<file path="src/rtl/barrel_rotator_if.sv">
// Bus bundle for barrel_rotator: input operands plus registered result.
// The mode field is present only when BARREL_ROTATOR_SHIFT_MODES_EN is defined.
interface barrel_rotator_if #(
  parameter int WIDTH = 8
);
  localparam int AMT_W = $clog2(WIDTH);

  logic             in_valid;
  logic [WIDTH-1:0] a;
  logic [AMT_W-1:0] amt;
  logic             lr;
  logic [WIDTH-1:0] mout;
  logic             out_valid;

`ifdef BARREL_ROTATOR_SHIFT_MODES_EN
  logic [1:0]       mode;

  modport master (output in_valid, a, amt, lr, mode, input mout, out_valid);
  modport slave  (input in_valid, a, amt, lr, mode, output mout, out_valid);
`else
  modport master (output in_valid, a, amt, lr, input mout, out_valid);
  modport slave  (input in_valid, a, amt, lr, output mout, out_valid);
`endif
endinterface

</file>
<file path="src/rtl/barrel_rotator.sv">
// Registered logarithmic barrel rotator, one mux stage per amount bit.
// Defining BARREL_ROTATOR_SHIFT_MODES_EN adds logical/arithmetic shift modes.
module barrel_rotator #(
  parameter int WIDTH = 8
) (
  input  logic             clk,
  input  logic             rst,
  barrel_rotator_if.slave  bus
);
  localparam int AMT_W = $clog2(WIDTH);

  logic [WIDTH-1:0] mout_q, mout_d;
  logic             out_valid_q, out_valid_d;
  logic [WIDTH-1:0] result;
  logic             shift_en;
  logic             arith_en;

  always_comb begin
    shift_en = 1'b0;
    arith_en = 1'b0;
`ifdef BARREL_ROTATOR_SHIFT_MODES_EN
    // 11 is reserved and falls back to rotate
    shift_en = (bus.mode == 2'b01) || (bus.mode == 2'b10);
    arith_en = (bus.mode == 2'b10) && !bus.lr;
`endif
  end

  // Shifts compose across stages: the sign fill reuses the current MSB,
  // which every right-shift stage keeps equal to the original a[WIDTH-1].
  always_comb begin
    logic [WIDTH-1:0] stg;
    logic [WIDTH-1:0] wrap;
    logic [WIDTH-1:0] fill;
    stg = bus.a;
    for (int k = 0; k < AMT_W; k++) begin
      wrap = '0;
      fill = '0;
      if (bus.amt[k]) begin
        if (bus.lr) begin
          if (!shift_en) wrap = stg >> (WIDTH - (1 << k));
          stg = (stg << (1 << k)) | wrap;
        end else begin
          if (!shift_en) wrap = stg << (WIDTH - (1 << k));
          if (arith_en && stg[WIDTH-1]) fill = ~({WIDTH{1'b1}} >> (1 << k));
          stg = (stg >> (1 << k)) | wrap | fill;
        end
      end
    end
    result = stg;
  end

  always_comb begin
    mout_d      = mout_q;
    out_valid_d = bus.in_valid;
    if (bus.in_valid) mout_d = result;
  end

  always_ff @(posedge clk or posedge rst) begin
    if (rst) begin
      mout_q      <= '0;
      out_valid_q <= 1'b0;
    end else begin
      mout_q      <= mout_d;
      out_valid_q <= out_valid_d;
    end
  end

  assign bus.mout      = mout_q;
  assign bus.out_valid = out_valid_q;
endmodule

</file>
<file path="src/flat_wrapper.sv">
// flat-port wrapper written by rule: the top's interface ports become plain ports
module barrel_rotator_flat 
#(
  parameter int WIDTH = 8
)
  (clk, rst, bus_in_valid, bus_a, bus_amt, bus_lr, bus_mout, bus_out_valid);
  barrel_rotator_if #(.WIDTH(WIDTH)) bus_i ();
  input  logic clk;
  input  logic rst;
  input wire logic [$bits(bus_i.in_valid)-1:0] bus_in_valid;
  input wire logic [$bits(bus_i.a)-1:0] bus_a;
  input wire logic [$bits(bus_i.amt)-1:0] bus_amt;
  input wire logic [$bits(bus_i.lr)-1:0] bus_lr;
  output wire logic [$bits(bus_i.mout)-1:0] bus_mout;
  output wire logic [$bits(bus_i.out_valid)-1:0] bus_out_valid;
  assign bus_i.in_valid = bus_in_valid;
  assign bus_i.a = bus_a;
  assign bus_i.amt = bus_amt;
  assign bus_i.lr = bus_lr;
  assign bus_mout = bus_i.mout;
  assign bus_out_valid = bus_i.out_valid;
  barrel_rotator #(.WIDTH(WIDTH)) u_core (.clk(clk), .rst(rst), .bus(bus_i));
endmodule
</file>
<file path="config.mk">
export PLATFORM = sky130hd
export DESIGN_NAME = barrel_rotator_flat
export DESIGN_NICKNAME = d
export VERILOG_FILES = /design/src/rtl/barrel_rotator_if.sv /design/src/rtl/barrel_rotator.sv /design/src/flat_wrapper.sv
export SDC_FILE = /design/constraint.sdc
export NUM_CORES = 1
export LEC_CHECK = 0
export BUFFER_PORTS_ARGS = -buffer_cell sky130_fd_sc_hd__buf_2
export CAP_MARGIN = 0
export CORE_AREA = 2 2 43 45
export CTS_CLUSTER_DIAMETER = 60
export CTS_CLUSTER_SIZE = 16
export DETAILED_ROUTE_END_ITERATION = 6
export DIE_AREA = 0 0 45 47
export GPL_TIMING_DRIVEN = 0
export PLACE_DENSITY = 0.79
export SLEW_MARGIN = 20
export SYNTH_ARGS = -nofsm -noshare
export SYNTH_HDL_FRONTEND = slang
export SYNTH_SLANG_ARGS = --single-unit
</file>
<file path="constraint.sdc">
create_clock -name clk -period 1.5 [get_ports clk]
set_input_delay 0.075 -clock clk [delete_from_list [all_inputs] [get_ports clk]]
set_output_delay 0.075 -clock clk [all_outputs]
set_load 0.005 [all_outputs]
</file>
==> impl_results.md, run 1 <==
* Dpl hpwl at 1.56 mm
* Netlist cell types at 17
* # clock sinks at 9
* CP max FO at 10
* Worst Hold Class: in -> reg
* # diodes at 0
* Final number of setup-violating endpoints at 0
* Area Overhead vs Synth at 19.4%
* Post-layout util at 60.6%
* Power Density at 717 mW/mm^2
* Ys Warns at 0
* WL/cell at 13.8 um
* CP Class: in -> reg
* Final setup margin at 585 ps
* Die H at 47 um
* Number of remaining DRC errors at 0
* Largest net degree at the start of global routing at 12
* Total CTS buffers at 3
* Worst r2r dst: u_core.bus.mout[3]$_DFFE_PP0P_
* Syn Inst Count at 101
* Reg clk slew, reported paths at 50 ps
* Area after DPL at 965 um^2
* Worst slew pin tran at 314 ps
* Syn_area_per_cell at 8.30 um^2
* Longest Clk Path Bufs at 2
* Tot Pwr at 0.718 mW
* Most frequent cells in the layout: buf_2, nand2b_1, a21oi_1, nand2_1, dfrtp_1
* Final hold violations at 0
* RR Startpoint: u_core.bus.mout[3]$_DFFE_PP0P_
* Sequential share of the synthesized area at 26.9%
* Fmax at 1.09 GHz
* Cell depth of the worst flop-to-flop path at 2
* Run status: completed
* Post-route ant nets at 0
* Highest metal used: met4
* RSZ-0062 raised after global routing: no
* Max-cap violations at 0
* Rel. slew slack at 79.0%
* Initial Util at 50.8%
* Number of I/O pins at 24
* Arrival @ worst endpoint at 1070 ps
* Vias per cell at 5.97
* Global-route wire length before repair at 3.26 mm
* Slowest Stage Delay on Critical Path at 260 ps
* DRT iter0 DRCs at 19
* Final Hold Slack at 32.2 ps
* M1 WL at 866 um
* Crit path launch type: primary input
* CP cell instances: buf_2 -> buf_2 -> nor2_1 -> a211oi_1 -> nor3_1 -> o221ai_1
* Post-layout min period at 915 ps
* CP Depth at 6
* Width of the die at 45 um
* CP Capture Point: u_core.bus.mout[0]$_DFFE_PP0P_
* Met3 WL at 161 um
* GRT Residual Overflow at 0
* Clk root buf: clkbuf_4
* Core outline area at 0.00165 mm^2
* Non-filler cells, final at 144
* Die Area at 0.00212 mm^2
* DR vias at 860
* Post-synth net total at 116
* IO buf count at 21
* Nets at 143
* H-tree depth at 1
* CP Launch Point: bus_amt[0]
* Placement row count at 15
* Postcts setup bufs at 0
* #FFs+latches synth at 9
* CTS tree: yes
* Met2 routed WL at 918 um
* Final Max Tran Viols at 0
* Top delay family on crit path: compound AO/OA/AOI/OAI gates
* Worst endpoint required time at 1660 ps
* Skew final at 0 ps
* CP most frequent cell: buf_2
* CP endpoint kind: flip-flop
* Crit share post-route at 61.0%
* Layout cells sized above 1 at 30.7%
* Vias in the first global route at 794
* Worst-path cell with the longest stage delay: a211oi_1
* Reg2Reg Setup Slack at 810 ps
* Placer Congestion at 0.892
* Commonest non-fill, non-tap cell in the layout: buf_2
* Netlist Area Pre-Place at 838 um^2
* DRT Pass-1 Iters at 4
* CP bufs+invs at 2
* Leak pwr at 0.455 nW
* Setup TNS at 0 ps
* DRT Wirelength at 1.98 mm
* Design area at 0.00100 mm^2
* Pre-CTS setup slack at 348 ps
* DP Cell Count at 139
* Maximum VDD drop at 0.694 mV
* Clk_lat worst skew at 250 ps
* Initial antenna violation count at 0
* GRT Resource Usage Total at 21.0%
synth_stat cells:
master    number  area share, %
dfrtp_1        9             27
nor3_2         4            4.8
nand2_1       10            4.5
a21oi_1       16            9.6
buf_1          1           0.45
a211oi_1       4            3.6
nand2b_4       1            1.6
inv_1          1           0.45
nand2b_1      17             13
buf_6          2            2.7
nor2_1         8            3.6
a211oi_2       4            6.0
mux2i_1        8            9.6
buf_4          2            1.8
o221ai_1       8            8.4
buf_2          2            1.2
nor3_1         4            2.4
power breakdown:
group	internal [mW]	leakage, nW	switching (mW)
sequential	0.275	0.112	0.0154
combinational	0.115	0.328	0.138
clock	0.102	0.0150	0.0728
total	0.492	0.455	0.226
cell type report:
type | instances | area, um^2
Timing Repair Buffer | 22 | 115
Clock buffer | 4 | 26.3
Sequential cell | 9 | 225
Buffer | 7 | 51.3
Inverter | 1 | 3.75
Fill cell | 161 | 651
Multi-Input combinational cell | 84 | 558
Tap cell | 17 | 21.3
metal layers:
metal  vias to the layer above  global-route usage [%]
met5                         -                       0
met4                         0                    11.8
met3                         6                    3.08
met2                        42                    35.1
met1                       389                    26.2
li1                        423                       -
repair_timing:
action                     4_1_cts  5_1_grt
hold buffers                     1        0
setup endpoints to repair        0        0
gates resized for setup          0        0
hold endpoints to repair         9        0
kinds of logic after synthesis:
kind of cell | after synthesis | share of synthesized area [%]
and+or+nand+nor | 44 | 29.6
DFF | 9 | 26.9
muxes | 8 | 9.55
buffers and inverters | 8 | 6.57
AOI/OAI and AO/OA | 32 | 27.5
sequential cells by signal (all words and copies together) (netlist names):
register,count
u_core.bus.out_valid,1
u_core.bus.mout,8
how the worst min path moves through the flow:
| stage | from | endpoint | depth (start not counted) |
|---|---|---|---|
| 5_1_grt | bus_in_valid | u_core.bus.out_valid$_DFF_PP0_ | 1 |
| 3_3_place_gp | rst | u_core.bus.mout[3]$_DFFE_PP0P_ | 2 |
| 3_5_place_dp | rst | u_core.bus.mout[3]$_DFFE_PP0P_ | 2 |
| 2_1_floorplan | rst | u_core.bus.mout[0]$_DFFE_PP0P_ | 1 |
| 6_report | bus_in_valid | u_core.bus.out_valid$_DFF_PP0_ | 1 |
| 4_1_cts | bus_in_valid | u_core.bus.out_valid$_DFF_PP0_ | 1 |
Power figures use the tool's default switching activity.
==> run 2, diff against run 1 <==
ABC_AREA = 1   (was default)
CORE_AREA = 2 2 48 50   (was 2 2 43 45)
DIE_AREA = 0 0 50 52   (was 0 0 45 47)
PLACE_DENSITY = 0.73   (was 0.79)
clock period = 0.8 ns   (was 1.5 ns; I/O delays follow)
==> impl_results.md, run 2 <==
* Largest net degree at the start of global routing at 11
* EDFF count, synth at 0
* Layout cells sized above 1 at 42.0%
* Skew final at 0 ps
* Final number of setup-violating endpoints at 4
* DR vias at 1078
* Sequential share of the synthesized area at 23.9%
* CTS tree: yes
* CP max FO at 2
* Worst slew pin tran at 337 ps
* Post-synth top flop: dfrtp_1
* DRT Pass-1 Iters at 4
* Initial Util at 44.7%
* Clk root buf: clkbuf_4
* Power Density at 1230 mW/mm^2
* Tot Pwr at 1.58 mW
* Die Area at 0.00260 mm^2
* Setup TNS at -35.8 ps
* Synth cell count leaders: nand2_1, nand3_1, dfrtp_1, nand3_2, or2_2
* CP cell instances: buf_2
* Ys Warns at 0
* Pre-CTS setup slack at -275 ps
* Global-route wire length before repair at 3.83 mm
* Arrival @ worst endpoint at 770 ps
* Worst endpoint required time at 760 ps
* Reg clk slew, reported paths at 60 ps
* Longest Clk Path Bufs at 2
* #FFs+latches synth at 9
* Worst-path cell with the longest stage delay: dfrtp_1
* Syn Inst Count at 141
* Placement row count at 17
* Crit share post-route at 102%
* Vias per cell at 5.34
* Area leader, netlist: dfrtp_1
* Vias in the first global route at 962
* Crit path launch type: flip-flop
* Post-layout util at 61.3%
* Commonest non-fill, non-tap cell in the layout: nand2_1
* DP Cell Count at 189
* Worst Hold Class: in -> reg
* Max-cap violations at 0
* # clock sinks at 9
* Post-route ant nets at 0
* Maximum VDD drop at 0.876 mV
* Number of I/O pins at 24
* Nets at 190
* Total CTS buffers at 3
* Syn_area_per_cell at 6.67 um^2
* Initial antenna violation count at 0
* Post-synth net total at 156
* CP bufs+invs at 1
* Core outline area at 0.00211 mm^2
* Number of remaining DRC errors at 0
* Design area at 0.00129 mm^2
* Clk_lat worst skew at 260 ps
* GRT Residual Overflow at 0
* Most frequent cells in the layout: nand2_1, nand3_1, buf_2, nand3_2, dfrtp_1
* Non-filler cells, final at 202
* Area Overhead vs Synth at 37.2%
* Slowest Stage Delay on Critical Path at 380 ps
* IO buf count at 20
* Netlist cell types at 17
* Failing checks: negative setup slack
* Top delay family on crit path: flip-flops
* Netlist Area Pre-Place at 941 um^2
* Post-synth top area share at 23.9%
* Die H at 52 um
* Final Max Tran Viols at 0
* # diodes at 0
* Async set-reset flop share out of synthesis at 100%
* Area contributors post-synth: dfrtp_1, nand2_1, nand3_1
* Dpl hpwl at 1.78 mm
* DRT Wirelength at 2.53 mm
* WL/cell at 12.5 um
* CP endpoint kind: primary output
* Run status: complete, but fails checks
* Final Hold Slack at 144 ps
* Post-layout min period at 812 ps
* Width of the die at 50 um
* Leak pwr at 0.703 nW
* Placer Congestion at 0.865
* Final setup margin at -12.5 ps
* Area after DPL at 0.00109 mm^2
* CP Class: reg -> out
* H-tree depth at 1
* GRT Resource Usage Total at 18.6%
* Reg2Reg Setup Slack at 80 ps
* RSZ-0062 raised after global routing: yes
* DRT iter0 DRCs at 22
* Max reg flops at 8
* Rel. slew slack at 77.5%
* Most common cell in the netlist: nand2_1
* Final hold violations at 0
* Fmax at 1.23 GHz
-- run 2: changes by cell type in the layout (fill, tap and decap cells not counted), moves of 5 or more --
cell,before,now
a21oi_1,16,0
buf_4,2,7
mux2i_1,8,0
nand2_1,10,57
nand2b_1,17,0
nand3_1,0,28
nand3_2,0,18
nor2_1,8,0
o221ai_1,8,0
or2_4,0,6
-- run 2: final cells by class --
class                      instances  area [um^2]
tap                               28         35.0
buffer                             7         82.6
clock buffer                       4         26.3
inverter                           5         23.8
multi-input combinational        120          693
fill                             202          815
sequential                         9          225
timing repair buffer              29          205
-- run 2: worst paths after layout --
kind / to / depth (start not counted) / start
max reg2reg: u_core.bus.mout[7]$_DFFE_PP0P_ / 3 / u_core.bus.mout[7]$_DFFE_PP0P_
max in group asynchronous: u_core.bus.mout[1]$_DFFE_PP0P_ / 3 / rst
min reg2reg: u_core.bus.mout[6]$_DFFE_PP0P_ / 2 / u_core.bus.mout[6]$_DFFE_PP0P_
min: u_core.bus.mout[2]$_DFFE_PP0P_ / 4 / bus_in_valid
min in group asynchronous: u_core.bus.out_valid$_DFF_PP0_ / 3 / rst
max: bus_mout[0] / 1 / u_core.bus.mout[0]$_DFFE_PP0P_
-- run 2: metal layers --
metal | track usage (%) | vias up | wire length (um) | share of wire (%)
li1 | - | 526 | - | -
met1 | 22.1 | 513 | 1060 | 42
met3 | 3.45 | 4 | 82 | 3.2
met4 | 2.78 | 0 | 36 | 1.4
met5 | 0 | - | 0 | 0
met2 | 35.1 | 35 | 1350 | 53
-- run 2: cell families after synthesis --
logic type	count (synthesis)	synth area share (%)
and+or+nand+nor	120	66.5
buffers and inverters	12	9.57
DFF	9	23.9
-- run 2: report_power, final --
part | switching, mW | total [mW] | internal (mW)
sequential | 0.0258 | 0.537 | 0.511
clock | 0.163 | 0.356 | 0.193
combinational | 0.369 | 0.689 | 0.319
-- run 2: repair_timing --
action,in CTS,in global routing
pin swaps,0,5
cloned,0,1
endpoints found under the hold margin,10,0
hold buffers,2,0
setup endpoints to repair,8,16
gates resized for setup,1,21
buffers inserted,5,1
==> run 3, diff against run 2 <==
CORE_AREA = 2 2 44 46   (was 2 2 48 50)
DIE_AREA = 0 0 46 48   (was 0 0 50 52)
PLACE_DENSITY = 0.82   (was 0.73)
clock period = 0.96 ns   (was 0.8 ns; I/O delays follow)
==> impl_results.md, run 3 (synthesis gave the netlist of run 2 again) <==
* Crit path launch type: primary input
* DR vias at 1003
* Longest Clk Path Bufs at 2
* Width of the die at 46 um
* Die H at 48 um
* CTS tree: yes
* Post-cts resize count at 0
* Hold Startpoint: bus_in_valid
* RR Startpoint: u_core.bus.mout[2]$_DFFE_PP0P_
* Design area at 0.00111 mm^2
* Final Max Tran Viols at 0
* DRT Pass-1 Iters at 4
* Core outline area at 0.00169 mm^2
* Most frequent cells in the layout: nand2_1, nand3_1, buf_2, nand3_2, dfrtp_1
* CP Launch Point: bus_amt[0]
* Worst endpoint required time at 1120 ps
* CP Capture Point: u_core.bus.mout[1]$_DFFE_PP0P_
* IO buf count at 20
* Post-layout min period at 864 ps
* Reg clk slew, reported paths at 60 ps
* Reg2Reg Setup Slack at 350 ps
* Arrival @ worst endpoint at 1020 ps
* Clk_lat worst skew at 260 ps
* GRT Resource Usage Total at 21.0%
* Worst Hold Class: in -> reg
* Leak pwr at 0.622 nW
* Die Area at 0.00221 mm^2
* H-tree depth at 1
* Worst r2r dst: u_core.bus.mout[2]$_DFFE_PP0P_
* Total CTS buffers at 3
* Cell depth of the worst flop-to-flop path at 2
* Vias in the first global route at 846
* Global-route wire length before repair at 3.41 mm
* Final number of setup-violating endpoints at 0
* Fmax at 1.16 GHz
* CP cell instances: buf_2 -> buf_6 -> or2_4 -> nand2_1 -> nand2_1 -> nand3_1 -> nand2_1 -> nand2_1 -> nand2_1
* # diodes at 0
* Crit share post-route at 89.9%
* Worst-path cell with the longest stage delay: or2_4
* CP most frequent cell: nand2_1
* # clock sinks at 9
* Vias per cell at 5.45
* Area Overhead vs Synth at 17.8%
* RSZ-0062 raised after global routing: no
* Skew final at 0 ps
* Placement row count at 15
* Final hold violations at 0
* Post-route ant nets at 0
* DRT iter0 DRCs at 23
* Worst slew pin tran at 342 ps
* Rel. slew slack at 77.1%
* Commonest non-fill, non-tap cell in the layout: nand2_1
* Placer Congestion at 0.818
* Postcts setup bufs at 0
* WL/cell at 11.9 um
* Run status: completed
* Maximum VDD drop at 0.821 mV
* Nets at 183
* CP max FO at 10
* Layout cells sized above 1 at 32.3%
* Number of remaining DRC errors at 0
* Clk root buf: clkbuf_4
* Max reg flops at 8
* Dpl hpwl at 1.71 mm
* DRT Wirelength at 2.19 mm
* GRT Residual Overflow at 0
* Power Density at 1090 mW/mm^2
* Max-cap violations at 0
* Tot Pwr at 1.21 mW
* Initial antenna violation count at 0
* Fill count at 159
* Area after DPL at 0.00106 mm^2
* Largest net degree at the start of global routing at 11
* Slowest Stage Delay on Critical Path at 270 ps
* CP endpoint kind: flip-flop
* Cts hold-fix bufs at 2
* Initial Util at 55.7%
* CP Class: in -> reg
* Number of I/O pins at 24
run 3: cell type report:
type	count	area, um^2	share of cell area (%)
tap	17	21.3	1.92
sequential	9	225	20.3
clock buffer	4	26.3	2.37
inverter	5	23.8	2.14
buffer	7	66.3	5.98
multi-input combinational	120	626	56.4
timing repair buffer	22	120	10.8
run 3: layer usage:
layer	GRT usage, %	part of all wire (%)	vias up
li1	-	-	512
met1	27.1	45	461
met2	35.8	50	28
met3	5.66	4.1	2
met4	3.43	0.55	0
met5	0	0	-
run 3: worst min-delay path by stage:
| stage | to | slack, ps | cells past startpoint |
|---|---|---|---|
| after floorplan | u_core.bus.mout[0]$_DFFE_PP0P_ | -120 | 1 |
| after global placement | u_core.bus.mout[7]$_DFFE_PP0P_ | 10 | 2 |
| after detailed placement | u_core.bus.mout[7]$_DFFE_PP0P_ | 10 | 2 |
| after CTS | u_core.bus.mout[0]$_DFFE_PP0P_ | 150 | 4 |
| after global routing | u_core.bus.mout[0]$_DFFE_PP0P_ | 160 | 4 |
| final | u_core.bus.mout[0]$_DFFE_PP0P_ | 160 | 4 |
run 3: power breakdown:
| group | switching, mW | total (mW) | internal [mW] | leakage [nW] |
|---|---|---|---|---|
| clock | 0.133 | 0.294 | 0.160 | 0.0150 |
| combinational | 0.270 | 0.468 | 0.197 | 0.497 |
| sequential | 0.0215 | 0.448 | 0.426 | 0.109 |
| total | 0.425 | 1.21 | 0.784 | 0.622 |
run 3: worst max-delay path, delay by kind of cell:
family                 cells  cell delay [ps]
buffers and inverters      2              280
AND/OR/NAND/NOR            7              700
run 3: metrics by stage:
step                std cells  worst slack, ps  util [%]  TNS [ps]  hold slack (ps)
detailed placement        178             -171      62.9     -1010             14.4
CTS                       184              110      65.6         0              146
global route              184             13.8      65.6         0              161
finish                    184             96.5      65.6         0              159
floorplan                 141             69.8         -         0             -124
global placement          178             -104      62.9      -720             11.0
